**src/rtl/frame_write_scheduler_pkg.sv**
```systemverilog
// Shared definitions for the frame-buffer write scheduler: source IDs,
// select width and the sequencing state type.
package frame_write_scheduler_pkg;

  localparam int FWS_SEL_ADDRW = 2;

  localparam logic [FWS_SEL_ADDRW-1:0] SRC_BKG      = 2'd0;
  localparam logic [FWS_SEL_ADDRW-1:0] SRC_SPRITE_A = 2'd1;
  localparam logic [FWS_SEL_ADDRW-1:0] SRC_SPRITE_B = 2'd2;
  localparam logic [FWS_SEL_ADDRW-1:0] SRC_OVERLAY  = 2'd3;

  typedef enum logic [2:0] {
    IDLE,
    ISSUE,
    WAIT_START,
    ACTIVE,
    SETTLE,
    ADVANCE,
    DONE
  } fws_state_e;

endpackage

```
**src/rtl/frame_write_scheduler_next_source_finder.sv**
```systemverilog
// Picks the lowest enabled source ID above the current one, or the lowest
// enabled ID overall when a frame is just starting.
module frame_write_scheduler_next_source_finder #(
  parameter int NUM_SOURCES = 4,
  parameter int SEL_W       = 2
)(
  input  logic [NUM_SOURCES-1:0] en,
  input  logic [SEL_W-1:0]       sel,
  input  logic                   from_start,
  output logic                   found,
  output logic [SEL_W-1:0]       next_id
);

  // Scan downward so the lowest qualifying ID is the last one written.
  always_comb begin
    found   = 1'b0;
    next_id = '0;
    for (int i = NUM_SOURCES - 1; i >= 0; i--) begin
      if (en[i] && (from_start || (SEL_W'(i) > sel))) begin
        found   = 1'b1;
        next_id = SEL_W'(i);
      end
    end
  end

endmodule

```
**src/rtl/frame_write_scheduler.sv**
```systemverilog
// Walks the enabled write sources in ascending ID order once per frame,
// strobing each and tracking its write_active burst or start timeout.
module frame_write_scheduler
  import frame_write_scheduler_pkg::*;
#(
  parameter int NUM_SOURCES      = 4,
  parameter int SOURCE_SEL_ADDRW = FWS_SEL_ADDRW,
  parameter int START_TIMEOUT    = 8,
  parameter int FRAME_CNT_W      = 16
)(
  input  logic                        clk,
  input  logic                        reset,
  input  logic                        frame_start,
  input  logic [NUM_SOURCES-1:0]      source_enable,
  input  logic                        write_active,
  output logic [SOURCE_SEL_ADDRW-1:0] write_source_sel,
  output logic                        write_awaited,
  output logic                        busy,
  output logic                        frame_done,
  output logic [NUM_SOURCES-1:0]      skip_mask,
  output logic                        frame_overrun,
  output logic [FRAME_CNT_W-1:0]      frame_count
);

  localparam int CNT_W = (START_TIMEOUT > 1) ? $clog2(START_TIMEOUT) : 1;
  localparam logic [CNT_W-1:0] CNT_LAST = CNT_W'(START_TIMEOUT - 1);

  fws_state_e                  state_q, state_d;
  logic [NUM_SOURCES-1:0]      en_q, en_d;
  logic [NUM_SOURCES-1:0]      skip_q, skip_d;
  logic                        pending_q, pending_d;
  logic [CNT_W-1:0]            cnt_q, cnt_d;
  logic [SOURCE_SEL_ADDRW-1:0] sel_q, sel_d;
  logic                        awaited_q, awaited_d;
  logic                        busy_q, busy_d;
  logic                        done_q, done_d;
  logic                        overrun_q, overrun_d;
  logic [FRAME_CNT_W-1:0]      count_q, count_d;

  logic                        active;
  logic                        nxt_found;
  logic [SOURCE_SEL_ADDRW-1:0] nxt_id;

  // A floating or unknown bus reads as idle.
  assign active = (write_active === 1'b1);

  frame_write_scheduler_next_source_finder #(
    .NUM_SOURCES (NUM_SOURCES),
    .SEL_W       (SOURCE_SEL_ADDRW)
  ) u_finder (
    .en         ((state_q == IDLE) ? source_enable : en_q),
    .sel        (sel_q),
    .from_start (state_q == IDLE),
    .found      (nxt_found),
    .next_id    (nxt_id)
  );

  always_comb begin
    state_d   = state_q;
    en_d      = en_q;
    skip_d    = skip_q;
    pending_d = pending_q;
    cnt_d     = cnt_q;
    sel_d     = sel_q;
    overrun_d = 1'b0;

    case (state_q)
      IDLE: begin
        if (frame_start || pending_q) begin
          en_d      = source_enable;
          skip_d    = '0;
          // A new request arriving while a queued frame is accepted re-queues.
          pending_d = pending_q && frame_start;
          if (nxt_found) begin
            sel_d   = nxt_id;
            state_d = ISSUE;
          end else begin
            state_d = DONE;
          end
        end
      end
      ISSUE: begin
        cnt_d   = '0;
        state_d = WAIT_START;
      end
      WAIT_START: begin
        if (active) begin
          state_d = ACTIVE;
        end else if (cnt_q == CNT_LAST) begin
          skip_d[sel_q] = 1'b1;
          state_d       = ADVANCE;
        end else begin
          cnt_d = cnt_q + 1'b1;
        end
      end
      ACTIVE:  if (!active) state_d = SETTLE;
      SETTLE:  state_d = ADVANCE;
      ADVANCE: begin
        if (nxt_found) begin
          sel_d   = nxt_id;
          state_d = ISSUE;
        end else begin
          state_d = DONE;
        end
      end
      DONE:    state_d = IDLE;
      default: state_d = IDLE;
    endcase

    if (state_q != IDLE && frame_start) begin
      if (!pending_q) pending_d = 1'b1;
      else            overrun_d = 1'b1;
    end

    awaited_d = (state_d == ISSUE);
    done_d    = (state_d == DONE);
    busy_d    = (state_d != IDLE);
    count_d   = (state_d == DONE) ? count_q + 1'b1 : count_q;
  end

  always_ff @(posedge clk or posedge reset) begin
    if (reset) begin
      state_q   <= IDLE;
      en_q      <= '0;
      skip_q    <= '0;
      pending_q <= 1'b0;
      cnt_q     <= '0;
      sel_q     <= '0;
      awaited_q <= 1'b0;
      busy_q    <= 1'b0;
      done_q    <= 1'b0;
      overrun_q <= 1'b0;
      count_q   <= '0;
    end else begin
      state_q   <= state_d;
      en_q      <= en_d;
      skip_q    <= skip_d;
      pending_q <= pending_d;
      cnt_q     <= cnt_d;
      sel_q     <= sel_d;
      awaited_q <= awaited_d;
      busy_q    <= busy_d;
      done_q    <= done_d;
      overrun_q <= overrun_d;
      count_q   <= count_d;
    end
  end

  assign write_source_sel = sel_q;
  assign write_awaited    = awaited_q;
  assign busy             = busy_q;
  assign frame_done       = done_q;
  assign skip_mask        = skip_q;
  assign frame_overrun    = overrun_q;
  assign frame_count      = count_q;

endmodule

```
**config.mk**
```make
export PLATFORM = sky130hd
export DESIGN_NAME = frame_write_scheduler
export DESIGN_NICKNAME = d
export VERILOG_FILES = /design/src/rtl/frame_write_scheduler_pkg.sv /design/src/rtl/frame_write_scheduler_next_source_finder.sv /design/src/rtl/frame_write_scheduler.sv
export SDC_FILE = /design/constraint.sdc
export NUM_CORES = 1
export LEC_CHECK = 0
export CAP_MARGIN = 20
export CORE_ASPECT_RATIO = 0.7
export CORE_MARGIN = 3
export CORE_UTILIZATION = 48
export CTS_BUF_LIST = sky130_fd_sc_hd__clkbuf_8
export DETAILED_ROUTE_END_ITERATION = 6
export PLACE_DENSITY_LB_ADDON = 0.15
export SLEW_MARGIN = 30
export SYNTH_ARGS = -nofsm -noshare
export SYNTH_HDL_FRONTEND = slang
export SYNTH_SLANG_ARGS = --single-unit
export TNS_END_PERCENT = 10
```
**constraint.sdc**
```tcl
create_clock -name clk -period 2 [get_ports clk]
set_input_delay 0.4 -clock clk [delete_from_list [all_inputs] [get_ports clk]]
set_output_delay 0.4 -clock clk [all_outputs]
set_load 0.01 [all_outputs]
```
### Word level (Yosys, flattened, before mapping)

Cells that the tools add are included.

| storage, ports and cells | value |
|---|---|
| output and inout bits | 26 |
| ROM bits | 0 |
| memories kept | 0 |
| bits in registers | 37 |
| RAM bits | 0 |
| input port bits | 8 |
| bits in latches | 0 |

| cells by class | value |
|---|---|
| $mul | 0 |
| div/mod/pow operators | 0 |
| bitwise logic cells | 1 |
| shifts and indexed selects | 0 |
| muxes and demuxes | 33 |
| equality and inequality tests | 13 |
| $add $sub $neg | 2 |
| reduce and logical (&&, ||, !) cells | 22 |
| $lt $le $gt $ge | 6 |

Operators with widths:

| kind | number |
|---|---|
| 2-to-1 mux 3 bit | 7 |
| one-hot mux 3 bit (6 select lines) | 1 |
| adder 16 x 1 -> 16 bit, second input constant | 1 |
| 2-to-1 mux 4 bit | 4 |
| == test 3 bit, second input constant | 4 |
| 2-to-1 mux 2 bit | 6 |
| 2-to-1 mux 1 bit | 11 |
| != test 2 bit, second input constant | 4 |
| one-hot mux 4 bit (2 select lines) | 1 |
| logical AND 1 bit | 7 |
| == test 3 x 1 -> 1 bit, second input constant | 2 |
| == test 3 x 2 -> 1 bit, second input constant | 2 |
| one-hot mux 3 bit (2 select lines) | 1 |
| nonzero test 2 bit | 3 |
| nonzero test 3 bit | 2 |
| logical OR 1 bit | 5 |
| > comparator 1 x 2 -> 1 bit, first input constant | 2 |
| > comparator 2 bit, first input constant | 2 |
| OR 4 bit | 1 |
| one-hot mux 2 bit (2 select lines) | 1 |
| AND reduction 2 bit | 2 |
| AND reduction 4 bit | 1 |
| adder 3 x 1 -> 3 bit, second input constant | 1 |
| zero test 3 bit | 1 |
| other kinds (5) | 5 |

### Depth between registers and ports, before layout

Gate-level depths: netlist of run 1.

| logic depth | value |
|---|---|
| word-level depth | 11 |
| depth in mapped cells | 8 |
| mapped depth without buffers | 7 |

### By module

A second synthesis of run 1 with hierarchy kept.

| unflattened totals | value |
|---|---|
| cell total of the unflattened synthesis | 180 |
| area total of the unflattened synthesis | 1908.1 sq um |

By module, submodules not included:

| module | cells each | area each (sq um) | times used |
|---|---|---|---|
| frame_write_scheduler | 165 | 1816.7 | 1 |
| frame_write_scheduler_next_source_finder | 15 | 91.3 | 1 |

### Least setup slack after synthesis of run 1

OpenSTA, ideal clock, no wires.

| timing | value |
|---|---|
| kind | reg-to-reg |
| from | register state_q[0] |
| to | register count_q[14], in the netlist frame_count[14] |
| setup time | 0.079 ns |
| period minus slack after synthesis | 2.154 ns |
| setup slack | -0.154 ns |
| arrival | 2.075 ns |
| buffers on the path | 2 |
| stages on the path, launching flop included | 8 |
| data required time | 1.921 ns |
| path through | dfrtp_1 -> buf_2 -> or3_1 -> or3_4 -> o32a_1 -> buf_6 -> nor4_4 -> xor2_1 |

| between the ends | value |
|---|---|
| word-level cells in the longest chain between the ends | 11 |
| elaborated cells on any way between the ends | 26 |
| classes of those cells | eq/ne (6); mux (11); reduce/logical (9) |

RTL lines:

| item | RTL line | text |
|---|---|---|
| start, declared | frame_write_scheduler.sv:28 | `fws_state_e state_q, state_d;` |
| start signal, assigned | frame_write_scheduler.sv:135 | `state_q <= state_d;` |
| zero test 3 bit | frame_write_scheduler.sv:51, frame_write_scheduler.sv:53, frame_write_scheduler.sv:67 |  |
| 2-to-1 mux 4 bit or logical OR 1 bit (tied branches) | frame_write_scheduler.sv:51, frame_write_scheduler_next_source_finder.sv:19 |  |
| logical AND 1 bit | frame_write_scheduler_next_source_finder.sv:19 | `if (en[i] && (from_start \|\| (SEL_W'(i) > sel))) begin` |
| 2-to-1 mux 1 bit (4 in series) | frame_write_scheduler_next_source_finder.sv:19 |  |
| 2-to-1 mux 3 bit | frame_write_scheduler.sv:74, frame_write_scheduler.sv:99 |  |
| 2-to-1 mux 3 bit | frame_write_scheduler.sv:69 | `if (frame_start \|\| pending_q) begin` |
| one-hot mux 3 bit (6 select lines) * | frame_write_scheduler.sv:67 | `case (state_q)` |
| == test 3 bit * | frame_write_scheduler.sv:118 | `count_d = (state_d == DONE) ? count_q + 1'b1 : count_q;` |
| end signal, assigned | frame_write_scheduler.sv:145 | `count_q <= count_d;` |
| end, declared | frame_write_scheduler.sv:38 | `logic [FRAME_CNT_W-1:0] count_q, count_d;` |

Mark *: on every way between the ends. The rest lies on a longest branch, timed or not.
A chain may end at the register's enable or synchronous reset.

### Worst setup path in the final report of run 1

| timing | value |
|---|---|
| from | register state_q[2] |
| to | register count_q[14], in the netlist frame_count[14] |

The elaborated chain is that of the path after synthesis.

==> metrics, run 1 <==
Synth cell types 39; layout cell share with drive strength beyond 1 20.2%; RSZ-0062 raised after global routing yes; Seq/Total Area, Yosys between 50% and 60%; Max-cap violations 0; clk root buf clkbuf_8; synthesized flop and latch total 36; number of flops mapped to enable cells by yosys 0; total CTS buffers 5; ys flop type dfrtp_1; initial core utilization between 50% and 60%; Max rail drop VDD between 0.0008 and 0.0009 V; Synth Cell Area 1790 µm²; Final Max Tran Viols 0; outcome complete, but fails checks; Post-Synthesis Net Count about 190; FF-to-FF path depth 6; WP data arrival approximately 2.2 ns; worst skew pair latency 0.29 ns; vias in the first global route between 1500 and 2000; crit path launch type register; Design Power roughly 3700 µW; vias per cell ~5.7; period utilisation layout 101%; hold path depth 1; io pins 34; Worst EP required between 2 and 2.5 ns; GRT overflow 0; Highest Clock Rate 494 MHz; fin cells roughly 280; Final Hold Viols 0; Finish-stage setup viols 7; Slew @ Worst Pin 0.455 ns; initial antenna violation count 0; number of DRC markers in iteration 0 approximately 150; relative slew slack a little over two thirds; share of the synthesized area in the top cell type 50.4%; worst min-delay path class register to register; most numerous cell in the Yosys netlist dfrtp_1; CTS sink count 36; drt total wl between 4000 and 5000 µm; Setup CP Type register to register; Yosys warnings 0; setup_tns -0.0847 ns; Synth area leader dfrtp_1; leakage 0.000994 µW; min Tclk post-route around 2.0 ns; top post-synthesis cells by count dfrtp_1, nor2_1, nand2_1, nor3_1, xor2_1; H-tree Lvls 2; Core Area around 3400 µm²; Post-synth ARST share 100%; gr usage total between 20% and 30%; DRC 0; setup ws final -0.0255 ns; CTS tree yes; Power per Cell Area roughly 1500 nW/µm²; Setup Skew ~0.0069 ns; DRT Pass-1 Iters 4; Syn Inst Count 180; input/output buffers 33; Die H roughly 57 µm; DR WL/cell between 15 and 20 µm; first-pass GRT wire length 7470 µm; Final Wtd Congestion ~0.92; Area contributors post-synth dfrtp_1, xor2_1, nor2_1, nor3_1, nand2_1; Layout Area Growth over Synthesis 36.5%; Critical Path End Type register; die area around 4500 µm²; Post-DRT Antenna Nets 0; largest net degree at the start of global routing 37; vias after detailed routing between 1500 and 2000; Antenna Diode Count 0; nets 238; syn_area_per_cell roughly 9.9 µm²; clk buf depth 2; die width 78.9 µm; failing checks setup timing; Rows 17; Reg clk slew, reported paths roughly 0.07 ns; CP max FO 10; post-detail-place hpwl ~3000 µm; placed cells roughly 270
state kept, by name (all words and copies together), names as in the netlist:
signal            cells
frame_count          16
skip_mask             4
cnt_q                 3
en_q                  3
state_q               3
write_source_sel      2
busy                  1
frame_done            1
frame_overrun         1
pending_q             1
write_awaited         1
cells in the final DEF (no fill, tap or decap), types with 8 or more instances in the layout:
cell type and n:
dfrtp_1 36, clkdlybuf4s50_1 33, buf_4 17, nor2_1 15
nand2_1 14, xor2_1 11, o21ai_0 9, nand3_1 9
a21oi_1 8, nor3_2 8
layout make-up:
type                    instances  area (µm²)
fillers                       265         922
flip-flops and latches         36         901
multi-input cells             126         882
repair buffers                 51         478
clock buffers                   6        82.6
well taps                      47        58.8
inverters                       7        26.3
clock inverters                 2        10.0
repair_timing:
item                                    in CTS  in global routing
buffers inserted                             1                  0
hold buffers                                 0                  0
pin swaps                                    6                  2
gates cloned                                 0                  0
gates resized for setup                      2                  0
endpoints found under the setup margin      20                 16
worst max-delay path, cell delays in order (launching register included):
cell,delay (ns)
dfrtp_1,0.38
or3_4,0.39
or3_4,0.37
o32a_1,0.35
buf_12,0.17
nor4_4,0.14
xor2_1,0.16
per-layer routing:
layer	global-route usage, %	vias to the layer above	part of all wire (%)	routed length [µm]
li1	-	727	-	-
met1	29.0	753	44	1900
met2	33.0	75	46	1990
met3	5.99	12	8.6	373
met4	8.33	0	2.1	91
met5	0	-	0	0
path summary, 6_finish.rpt:
path	startpoint	endpoint	slack (ns)
setup / recovery	state_q[2]	frame_count[14]	-0.03
hold / removal	frame_count[15]	frame_count[15]	0.49
setup reg to reg	state_q[2]	frame_count[14]	-0.03
hold reg to reg	frame_count[15]	frame_count[15]	0.49
max in group asynchronous	reset	frame_count[1]	1.17
min in group asynchronous	reset	cnt_q[2]	0.51
cells by family (layout without fill, tap and decap cells):
kind of cell             count (synthesis)  in the layout  share of synthesized area [%]
buffers and inverters                   18             66                           4.34
multiplexers                             5              5                           3.08
AND/OR/NAND/NOR                         70             70                           20.7
flip-flops                              36             36                           50.4
AO/OA/AOI/OAI                           32             32                           11.5
XOR/XNOR                                15             15                           7.35
adder cells (fa/ha/maj)                  4              4                           2.66
power by group:
part           switching, µW  leakage [µW]  total (µW)  internal (µW)
combinational           1020      0.000535        1970            955
sequential               239      0.000408        1220            980
clock                    253     0.0000510         528            275
metrics by stage:
step	hold WS, ns	worst slack, ns	cell area, µm²	util, %
after floorplan	0.473	-0.128	1860	-
after global placement	0.457	-0.199	2330	69.2
after detailed placement	0.490	-0.242	2330	69.2
after CTS	0.500	-0.0344	2440	72.6
after global routing	0.517	-0.114	2440	72.6
final	0.486	-0.0255	2440	72.6
Note: power is estimated with default switching activity, not from simulation.
==> run 2: changes to the inputs <==
--- a/config.mk
+++ b/config.mk
@@ -6,9 +6,11 @@
 export NUM_CORES = 1
 export LEC_CHECK = 0
 export CAP_MARGIN = 20
+export CELL_PAD_IN_SITES_DETAIL_PLACEMENT = 0
+export CELL_PAD_IN_SITES_GLOBAL_PLACEMENT = 1
 export CORE_ASPECT_RATIO = 0.7
 export CORE_MARGIN = 3
-export CORE_UTILIZATION = 48
+export CORE_UTILIZATION = 37
 export CTS_BUF_LIST = sky130_fd_sc_hd__clkbuf_8
 export DETAILED_ROUTE_END_ITERATION = 6
 export PLACE_DENSITY_LB_ADDON = 0.15
==> run 2 against run 1 <==
Compared with the run above: the flow still finishes with violations (setup timing); worst hold slack worse by 0.015 ns; combinational power increased by 7%; sequential share of layout area shrank 0.49 points; via count fell by 2.8%; largest cell class unchanged; clock power barely moved.
==> metrics, run 2 (same netlist as run 1, synthesis figures left out) <==
H-tree Lvls 2 (unchanged); Antenna Diode Count 0 (unchanged); WP data arrival 2.33 ns (+0.09 ns); slowest cell delay on critical path 0.44 ns (+0.05 ns); design area 2470 µm² (+1.3%); min Tclk post-route 2.12 ns (+0.0965 ns); DRC 0 (unchanged); worst min-delay path class register to register; Crit. Startpoint state_q[1]; CTS tree yes; clk buf depth 2 (unchanged); vias per cell 5.42 (-4.9%); input/output buffers 33 (unchanged); initial antenna violation count 0 (unchanged); Critical Path End Type register; worst r2r src state_q[1]; Rows 20 (+3); Die H 64.1 µm (+12%); delay-heaviest family, CP simple AND/OR/NAND/NOR gates; clk root buf clkbuf_8; largest net degree at the start of global routing 37 (unchanged); nets 236 (-0.84%); gr usage total 16.5% (-5.0 points); Clock power frac 13.7% (-0.5 points); vias after detailed routing 1523 (-2.8%); cells along the critical path or3_4 > or3_4 > o32a_4 > clkbuf_16 > nor3_2 > xor2_1; Setup Skew 0.00520 ns (-0.00168 ns); vias in the first global route 1496 (-2.0%); die width 89.1 µm (+13%); outcome complete, but fails checks; Setup CP Type register to register; DRT Pass-1 Iters 4 (unchanged); Design Power 3830 µW (+3.1%); Highest Clock Rate 471 MHz (-4.5%); Final Wtd Congestion 0.762 (-17%); Finish-stage setup viols 13 (+6); Bufs and invs on worst path 1 (unchanged); period utilisation layout 106% (+4.8 points); share of power burned in registers 31.5% (-1.3 points); GRT overflow 0 (unchanged); Fill cells 410 (+55%); Layout Area Growth over Synthesis 38.3%; CTS sink count 36 (unchanged); Max-cap violations 0 (unchanged); CP max FO 5 (-5); setup bufs post-CTS 0 (-1); number of DRC markers in iteration 0 81 (-47%); Power per Cell Area 1550 nW/µm² (+1.7%); initial core utilization 39.7% (-13 points); DR WL/cell 15.2 µm (-3.9%); die area 5710 µm² (+27%); drt total wl 4280 µm (-1.8%); first-pass GRT wire length 7270 µm (-2.7%); Max rail drop VDD 0.000785 V (-1.9%); DP Area 2320 µm² (-0.21%); commonest cells after routing, fill and taps aside dfrtp_1, clkdlybuf4s50_1, nor2_1; Core Area 4500 µm² (+34%); HP Start frame_count[15]; layout cell share with drive strength beyond 1 19.0% (-1.1 points); most used cell along the critical path or3_4; RSZ-0062 raised after global routing yes; switching power 1540 µW (+1.8%); switching share of power 40.1% (-0.48 points); commonest non-fill, non-tap cell in the layout dfrtp_1; Final Max Tran Viols 0 (unchanged); total CTS buffers 5 (unchanged); relative slew slack 68.9% (-0.75 points); post-detail-place hpwl 3050 µm (-1.0%); Slew @ Worst Pin 0.461 ns (+0.00632 ns); CP max stage cell o32a_4; Post-DRT Antenna Nets 0 (unchanged); crit path launch type register; # hold bufs at CTS 0 (unchanged); max reg flops 16 (unchanged); Reg clk slew, reported paths 0.07 ns (about the same); failing checks setup timing; Final Hold Viols 0 (unchanged); worst skew pair latency 0.28 ns (about the same); Cell Int Power 2300 µW (+3.9%); Worst EP required 2.21 ns (about the same); combinational share of power 54.8% (+1.8 points); leakage 0.00101 µW (+1.5%); io pins 34 (unchanged); setup ws final -0.122 ns (-0.0965 ns)
-- run 2: layout make-up --
class | instances | area (µm²) | area share, %
clock buffers | 6 | 82.6 | 3.34
clock inverters | 2 | 7.51 | 0.304
inverters | 7 | 26.3 | 1.06
multi-input cells | 126 | 901 | 36.5
flip-flops and latches | 36 | 901 | 36.5
well taps | 55 | 68.8 | 2.78
repair buffers | 49 | 484 | 19.6
-- run 2: power groups by stage --
| stage | Clock [µW] | Sequential [µW] | Combinational (µW) |
|---|---|---|---|
| after floorplan | 0 | 1230 | 1120 |
| after global placement | 0 | 1200 | 1880 |
| after detailed placement | 0 | 1220 | 1920 |
| after CTS | 539 | 1210 | 1950 |
| after global routing | 569 | 1250 | 2290 |
| final | 525 | 1210 | 2100 |
-- run 2: per-stage QoR --
stage | instances | setup TNS, ns | hold WS, ns | worst slack [ns] | utilization [%]
final | 281 | -1.03 | 0.471 | -0.122 | 54.9
after global routing | 281 | -2.18 | 0.511 | -0.187 | 54.9
after CTS | 280 | -0.850 | 0.482 | -0.0835 | 53.8
after detailed placement | 272 | -3.46 | 0.473 | -0.248 | 51.6
after global placement | 272 | -2.86 | 0.457 | -0.214 | 51.6
after floorplan | 180 | -1.23 | 0.473 | -0.128 | -
-- run 2: timing repair --
item	4_1_cts	5_1_grt
pin swaps	5	3
setup endpoints to repair	18	20
gates resized for setup	2	4
gates cloned	0	1
-- run 2: final timing paths --
kind / endpoint / slack, ns / cells past startpoint
max: frame_count[10] / -0.12 / 6
min: frame_count[15] / 0.47 / 1
max reg2reg: frame_count[10] / -0.12 / 6
min reg2reg: frame_count[15] / 0.47 / 1
max in group asynchronous: cnt_q[2] / 1.15 / 3
min in group asynchronous: frame_count[15] / 0.52 / 3
-- run 2: layer usage --
metal / vias to the layer above / part of all wire (%) / global-route usage (%)
li1: 726 / - / -
met1: 756 / 50 / 23.6
met2: 37 / 44 / 24.2
met3: 4 / 5.0 / 4.90
met4: 0 / 0.89 / 4.46
met5: - / 0 / 0
-- run 2: worst reg2reg max path: cells and delay by family, from the launching register on --
family                    cells  cell delay, ns
and+or+nand+nor               3            0.90
AOI/OAI and AO/OA             1            0.44
DFF                           1            0.38
buffers and inverters         1            0.18
xor gates and xnor gates      1            0.16
